[src/rtl/tdot_stream.sv]
// Streaming multi-lane signed dot-product engine with valid/ready backpressure.
// Beats flow through multiply, an add chain and a per-lane group accumulator.
module tdot_stream #(
  parameter int WIDTH = 8,
  parameter int LANES = 5,
  parameter int DEPTH = 3
) (
  input  logic                         clock,
  input  logic                         reset,
  input  logic [LANES*DEPTH*WIDTH-1:0] in_a,
  input  logic [LANES*DEPTH*WIDTH-1:0] in_b,
  input  logic [LANES*WIDTH-1:0]       in_bias,
  input  logic                         in_last,
  input  logic                         in_valid,
  output logic                         in_ready,
  output logic [LANES*WIDTH-1:0]       out_data,
  output logic                         out_valid,
  input  logic                         out_ready
);

  localparam int SW = LANES * WIDTH;
  localparam int PW = DEPTH * SW;

  localparam logic [0:0] ST_FIRST = 1'b0;
  localparam logic [0:0] ST_MID   = 1'b1;

  logic          adv;
  logic          out_valid_q;
  logic [SW-1:0] out_data_q;
  logic [SW-1:0] acc_q;

  // A single advance enable freezes every stage while the output is stalled.
  assign adv       = !out_valid_q || out_ready;
  assign in_ready  = adv;
  assign out_valid = out_valid_q;
  assign out_data  = out_data_q;

  logic [0:0] state_q, state_d;

  // NOTE: every signal written in always_comb gets a default first so no latch is inferred.
  always_comb begin
    state_d = state_q;
    if (in_valid && adv) state_d = in_last ? ST_FIRST : ST_MID;
  end

  // NOTE: sequential state uses non-blocking assignments so all flops sample pre-edge values.
  always_ff @(posedge clock or negedge reset) begin
    if (!reset) state_q <= ST_FIRST;
    else        state_q <= state_d;
  end

  logic [PW-1:0] a0_q, b0_q;
  logic [SW-1:0] bias0_q;
  logic          valid0_q, last0_q, first0_q;

  always_ff @(posedge clock or negedge reset) begin
    if (!reset) begin
      a0_q     <= '0;
      b0_q     <= '0;
      bias0_q  <= '0;
      valid0_q <= 1'b0;
      last0_q  <= 1'b0;
      first0_q <= 1'b0;
    end else if (adv) begin
      a0_q     <= in_a;
      b0_q     <= in_b;
      bias0_q  <= in_bias;
      valid0_q <= in_valid;
      last0_q  <= in_last;
      first0_q <= (state_q == ST_FIRST);
    end
  end

  // Products are packed term-major so each chain stage peels off the low lane block.
  // The low WIDTH bits of a product do not depend on operand signedness.
  logic [PW-1:0] prod_d, prod1_q;
  logic [SW-1:0] bias1_q;
  logic          valid1_q, last1_q, first1_q;

  always_comb begin
    prod_d = '0;
    for (int k = 0; k < DEPTH; k++) begin
      for (int l = 0; l < LANES; l++) begin
        prod_d[(k*LANES+l)*WIDTH +: WIDTH] =
          a0_q[(l*DEPTH+k)*WIDTH +: WIDTH] * b0_q[(l*DEPTH+k)*WIDTH +: WIDTH];
      end
    end
  end

  always_ff @(posedge clock or negedge reset) begin
    if (!reset) begin
      prod1_q  <= '0;
      bias1_q  <= '0;
      valid1_q <= 1'b0;
      last1_q  <= 1'b0;
      first1_q <= 1'b0;
    end else if (adv) begin
      prod1_q  <= prod_d;
      bias1_q  <= bias0_q;
      valid1_q <= valid0_q;
      last1_q  <= last0_q;
      first1_q <= first0_q;
    end
  end

  for (genvar s = 0; s < DEPTH; s++) begin : g_chain
    localparam int RW = (DEPTH - s) * SW;

    logic [RW-1:0] rest_in;
    logic [SW-1:0] base_in;
    logic          v_in, l_in, f_in;
    logic [SW-1:0] sum_d, sum_q;
    logic          v_q, l_q, f_q;

    if (s == 0) begin : g_head
      assign rest_in = prod1_q;
      assign base_in = first1_q ? bias1_q : '0;
      assign v_in    = valid1_q;
      assign l_in    = last1_q;
      assign f_in    = first1_q;
    end else begin : g_link
      assign rest_in = g_chain[s-1].g_keep.rest_q;
      assign base_in = g_chain[s-1].sum_q;
      assign v_in    = g_chain[s-1].v_q;
      assign l_in    = g_chain[s-1].l_q;
      assign f_in    = g_chain[s-1].f_q;
    end

    always_comb begin
      sum_d = '0;
      for (int l = 0; l < LANES; l++) begin
        sum_d[l*WIDTH +: WIDTH] = base_in[l*WIDTH +: WIDTH] + rest_in[l*WIDTH +: WIDTH];
      end
    end

    always_ff @(posedge clock or negedge reset) begin
      if (!reset) begin
        sum_q <= '0;
        v_q   <= 1'b0;
        l_q   <= 1'b0;
        f_q   <= 1'b0;
      end else if (adv) begin
        sum_q <= sum_d;
        v_q   <= v_in;
        l_q   <= l_in;
        f_q   <= f_in;
      end
    end

    if (s < DEPTH - 1) begin : g_keep
      logic [RW-SW-1:0] rest_q;
      always_ff @(posedge clock or negedge reset) begin
        if (!reset)   rest_q <= '0;
        else if (adv) rest_q <= rest_in[RW-1:SW];
      end
    end
  end

  logic [SW-1:0] fin_sum, total;
  logic          fin_v, fin_l, fin_f;

  assign fin_sum = g_chain[DEPTH-1].sum_q;
  assign fin_v   = g_chain[DEPTH-1].v_q;
  assign fin_l   = g_chain[DEPTH-1].l_q;
  assign fin_f   = g_chain[DEPTH-1].f_q;

  // A first beat loads the accumulator rather than adding to stale contents.
  always_comb begin
    total = '0;
    for (int l = 0; l < LANES; l++) begin
      total[l*WIDTH +: WIDTH] = (fin_f ? '0 : acc_q[l*WIDTH +: WIDTH]) + fin_sum[l*WIDTH +: WIDTH];
    end
  end

  always_ff @(posedge clock or negedge reset) begin
    if (!reset) begin
      acc_q       <= '0;
      out_data_q  <= '0;
      out_valid_q <= 1'b0;
    end else if (adv) begin
      out_valid_q <= fin_v && fin_l;
      if (fin_v) begin
        if (fin_l) begin
          out_data_q <= total;
          acc_q      <= '0;
        end else begin
          acc_q <= total;
        end
      end
    end
  end

endmodule

[config.mk]
export PLATFORM = sky130hd
export DESIGN_NAME = tdot_stream
export DESIGN_NICKNAME = d
export VERILOG_FILES = /design/src/rtl/tdot_stream.sv
export SDC_FILE = /design/constraint.sdc
export NUM_CORES = 2
export LEC_CHECK = 0
export ABC_AREA = 1
export CAP_MARGIN = 20
export CORE_MARGIN = 2
export CORE_UTILIZATION = 55
export CTS_BUF_LIST = sky130_fd_sc_hd__clkbuf_16
export CTS_CLUSTER_SIZE = 28
export DETAILED_ROUTE_END_ITERATION = 10
export DONT_BUFFER_PORTS = 1
export PLACE_DENSITY = 0.73
export SETUP_SLACK_MARGIN = 0.3
export SYNTH_ARGS = -nofsm -noshare
export SYNTH_HDL_FRONTEND = slang
export SYNTH_SLANG_ARGS = --single-unit
export TNS_END_PERCENT = 30
[constraint.sdc]
create_clock -name clock -period 4.11 [get_ports clock]
set_clock_uncertainty 0.2 [all_clocks]
set_input_delay 0.6165 -clock clock [delete_from_list [all_inputs] [get_ports clock]]
set_output_delay 0.6165 -clock clock [all_outputs]
set_load 0.005 [all_outputs]
### Word-level counts from Yosys, hierarchy flattened

Index checks and enable logic that the tools add are counted.

* flip-flop bits (word level): 777
* bits in latches: 0
* memory bits (writable): 0
* ROM bits: 0
* input bits: 285
* logic and storage cells: 79
* memories: 0

* add/sub/neg operators: 20
* multiply operators: 15
* div/mod/pow operators: 0
* order comparisons: 0
* equality and inequality tests: 0
* shift-type cells: 0
* mux-type cells: 8
* bitwise logic cells: 1
* reductions and logical operators: 6

Operators by type and width (number)
* adder 8 bit: 20
* multiplier 8 x 8 -> 8 bit: 15
* 2-to-1 mux 40 bit: 2
* 2-to-1 mux 8 bit: 5
* AND reduction 3 bit: 1
* logical AND 1 bit: 2
* AND reduction 2 bit: 1
* logical NOT 1 bit: 1
* logical OR 1 bit: 1
* 2-to-1 mux 1 bit: 1
* inverter 1 bit: 1

### Logic depth before layout (Yosys ltp)

* depth in word-level cells: 3
* mapped depth: 23
* depth with buffers taken out: 22

### Worst setup path after synthesis

OpenSTA, ideal clock, no wires.

* path type: reg2reg
* from: reg b0_q[90]
* to: reg prod1_q[111], in the netlist g_chain[0].rest_in[111]
* setup time: 0.117 ns
* data arrival time: 3.546 ns
* path slack: 0.247 ns
* cell stages (with the launch flop): 19
* buffers on the path: 1
* cell sequence: dfrtp_1 buf_2 nand2_1 fa_1 fa_1 inv_1 fa_1 inv_1 fa_1 inv_1 ha_1 a21oi_1 nand2_1 nand2_1 nand2_1 xor2_1 nand3_1 nand3_1 nand2_1

* word-level cells in the longest chain between the ends: 1

Ends and longest elaborated chain
* from (decl): RTL line 52 `logic [PW-1:0] a0_q, b0_q;`
* from (signal assigned): RTL line 66 `b0_q <= in_b;`
* multiplier 8 x 8 -> 8 bit: RTL line 85 `a0_q[(l*DEPTH+k)*WIDTH +: WIDTH] * b0_q[(l*DEPTH+k)*WIDTH +: WIDTH];`
* to (signal assigned): RTL line 98 `prod1_q <= prod_d;`
* to (decl): RTL line 76 `logic [PW-1:0] prod_d, prod1_q;`

No other way between the ends.
A chain may end at the register's enable or synchronous reset.

### Worst setup path after layout

* from: reg b0_q[20]
* to: reg prod1_q[87], in the netlist g_chain[0].rest_in[87]

Same word-level chain as after synthesis.

==> run metrics <==
Worst R2R End g_chain[0].rest_in[87]$_DFFE_PN0N_; Reg2Reg Launch Point b0_q[20]$_DFFE_PN0N_; Wirelength per Cell 14.2 um; Synth Area in Compound Gates 6.53%; Yosys cell types 38; Worst Setup EP g_chain[0].rest_in[87]$_DFFE_PN0N_; Synth Area in Simple Gates 22.2%; ys async rst share 100%; CP Class reg2reg; FF-to-FF path depth 19; I/O Buffers 0; footprint of the multi-input gates 25,400 um^2; Synth Warn # 0; Crit path required time 4.45 ns; GR Overflow Total 0; PwrDens 782 nW/um^2; core area 89,900 um^2; Slew HR 22.9%; Max Fclk 0.261 GHz; portion of netlist area occupied by mux cells 0%; CTS tree done; CP Max Fanout 5; Final Setup Violations 0; Area growth, synth to finish 15.2%; Final Hold Slack 0.0664 ns; EDFF count, synth 0; CP Launch Point b0_q[20]$_DFFE_PN0N_; Synth Instances 6,370; Clock transition at path regs 0.06 ns; Slew Viols, Final 0; outcome complete, no violations; antenna-violating nets left 0; Fill cells 7,354; post-route setup TNS 0 ns; critical path capture point type register; Max VDD drop 529 uV; global-route wire length before repair 189,000 um; GRT Total Usage 24.3%; starting density of the core 55.5%; Die Y 305 um; Layout Nets 7,506; Max Cap Viol 0; Routed WL 112,000 um; Leakage 0.0322 uW; worst reg2reg setup slack 0.28 ns; worst skew pair latency 0.65 ns; Post-Synth Adder-Cell Area 17.6%; RSZ-0062 raised after global routing yes; CP Launch Type register; number of global-route vias before repair 38,700; H-tree depth reported by CTS 3; Num CTS Buffers 86; sequential area share after synthesis 39.0%; first drt pass iteration count 7; Seq. cell area 19,500 um^2; Slew @ Worst Pin 1.16 ns; Hold Crit Class in2reg; mean post-synth cell area 7.83 um^2; main flop type after synthesis dfrtp_1; CTS sink count 777; Detailed Place HPWL 74,000 um; Worst EP arrival 4.17 ns; DR DRC count 0; period utilization 93.3%; final hold vios 0; vias per inst 5.01; syn_nets 7,235; via count 39,500; Synth Cell Area 49,900 um^2; Post-Synth XOR/XNOR Area 3.54%; CTS root buffer clkbuf_16; largest net degree at the start of global routing 778; I/O pin count 327; fin crit period 3.83 ns; most frequent cells in the layout nand2_1 (2,447), inv_1 (1,099), dfrtp_1 (722); commonest non-fill, non-tap cell in the layout nand2_1; Detailed Route Iter0 Violations 2,830; share of layout cells above drive strength 1 7.17%; die area 93,100 um^2; initial antenna violation count 7; Die Width 305 um; largest family of logic cells by synthesized area simple AND/OR/NAND/NOR gates; GP Congestion 0.876; #FFs+latches synth 777; clk buf depth 3; row cnt 110
==> cell families after synthesis <==
logic type               count (synthesis)
AO/OA/AOI/OAI                          619
XOR/XNOR                               200
adder cells (fa/ha/maj)                580
buffers and inverters                 1357
flip-flops                             777
AND/OR/NAND/NOR                       2837
==> metrics by stage <==
stage	instances	util, %	instance area, um^2	setup WS, ns	total power, uW
floorplan	6370	-	49900	0.288	30100
global placement	7340	56.0	50300	0.173	34400
detailed placement	7340	56.0	50300	0.0847	35100
CTS	7826	62.8	56400	0.242	43800
global route	7887	63.9	57400	0.0703	49800
finish	7888	63.9	57400	0.276	44900
==> where the power goes <==
group | internal [uW] | total [uW] | leakage [uW] | switching (uW)
clock network | 4310 | 7500 | 0.00141 | 3190
registers | 10800 | 13100 | 0.00927 | 2280
logic | 10100 | 24300 | 0.0215 | 14300
==> sequential cells by signal, indices dropped and copies added (netlist names), 80 cells and up <==
| register | count |
|---|---|
| a0_q | 120 |
| b0_q | 120 |
| g_chain.g_keep.rest_q | 120 |
| g_chain.rest_in | 120 |
| g_chain.sum_q | 80 |
==> area by class of cell <==
type | count | area share (%)
multi-input cells | 4236 | 44.3
flip-flops and latches | 777 | 34.0
inverters | 1109 | 7.27
repair buffers | 431 | 7.18
clock buffers | 88 | 3.83
well taps | 1176 | 2.56
clock inverters | 70 | 0.898
diodes | 1 | 0.00436
==> worst max-delay path: stages (launching register included) <==
cell	delay, ns
dfrtp_1	0.43
nand2_1	0.09
inv_1	0.06
fa_2	0.40
fa_1	0.49
ha_1	0.31
inv_1	0.06
fa_1	0.54
inv_1	0.07
ha_4	0.25
nand2_1	0.09
nand2_1	0.09
a21oi_4	0.15
inv_1	0.06
nand2_1	0.08
nand3_1	0.10
nand2_1	0.08
nand2_1	0.05
nand3_1	0.06
nand2_1	0.07
==> what timing repair did <==
action                     4_1_cts  5_1_grt
buffers inserted                49       56
pin swaps                       30      101
setup endpoints to repair       14       18
hold buffers                   279        1
hold endpoints to repair      1056      180
gates resized for setup         70      125
==> per-layer routing <==
metal / GRT usage (%) / routed length [um] / up-vias
li1: - / - / 19800
met1: 34.6 / 52700 / 18700
met2: 38.8 / 51800 / 806
met3: 3.19 / 4660 / 192
met4: 7.35 / 2670 / 4
met5: 0 / 24 / -
==> Yosys cell counts, types with 28 or more instances <==
master       n  share of area (%)
nand2_1   2481                 19
ha_1       380                9.5
dfrtp_1    777                 39
buf_6       28               0.63
a21oi_1    164                1.6
o21ai_0    370                3.7
o22ai_1     29               0.36
inv_1     1105                8.3
xnor2_1     68                1.2
buf_2      141                1.4
nor2_1     104               0.78
nand3_1    195                2.0
fa_1       200                8.0
xor2_1     130                2.3
clkbuf_1    53               0.40
==> how the worst min path moves through the flow <==
stage          cells after the start  slack, ns                       to         from
2_1_floorplan                      0       0.12      a0_q[0]$_DFFE_PN0N_        reset
3_3_place_gp                       0       0.17  bias0_q[12]$_DFFE_PN0N_        reset
3_5_place_dp                       0       0.17  bias0_q[12]$_DFFE_PN0N_        reset
4_1_cts                            0      -0.55  bias0_q[12]$_DFFE_PN0N_        reset
5_1_grt                            2       0.04  bias0_q[35]$_DFFE_PN0N_  in_bias[35]
6_report                           2       0.07  bias0_q[35]$_DFFE_PN0N_  in_bias[35]
Power figures use the tool's default switching activity.
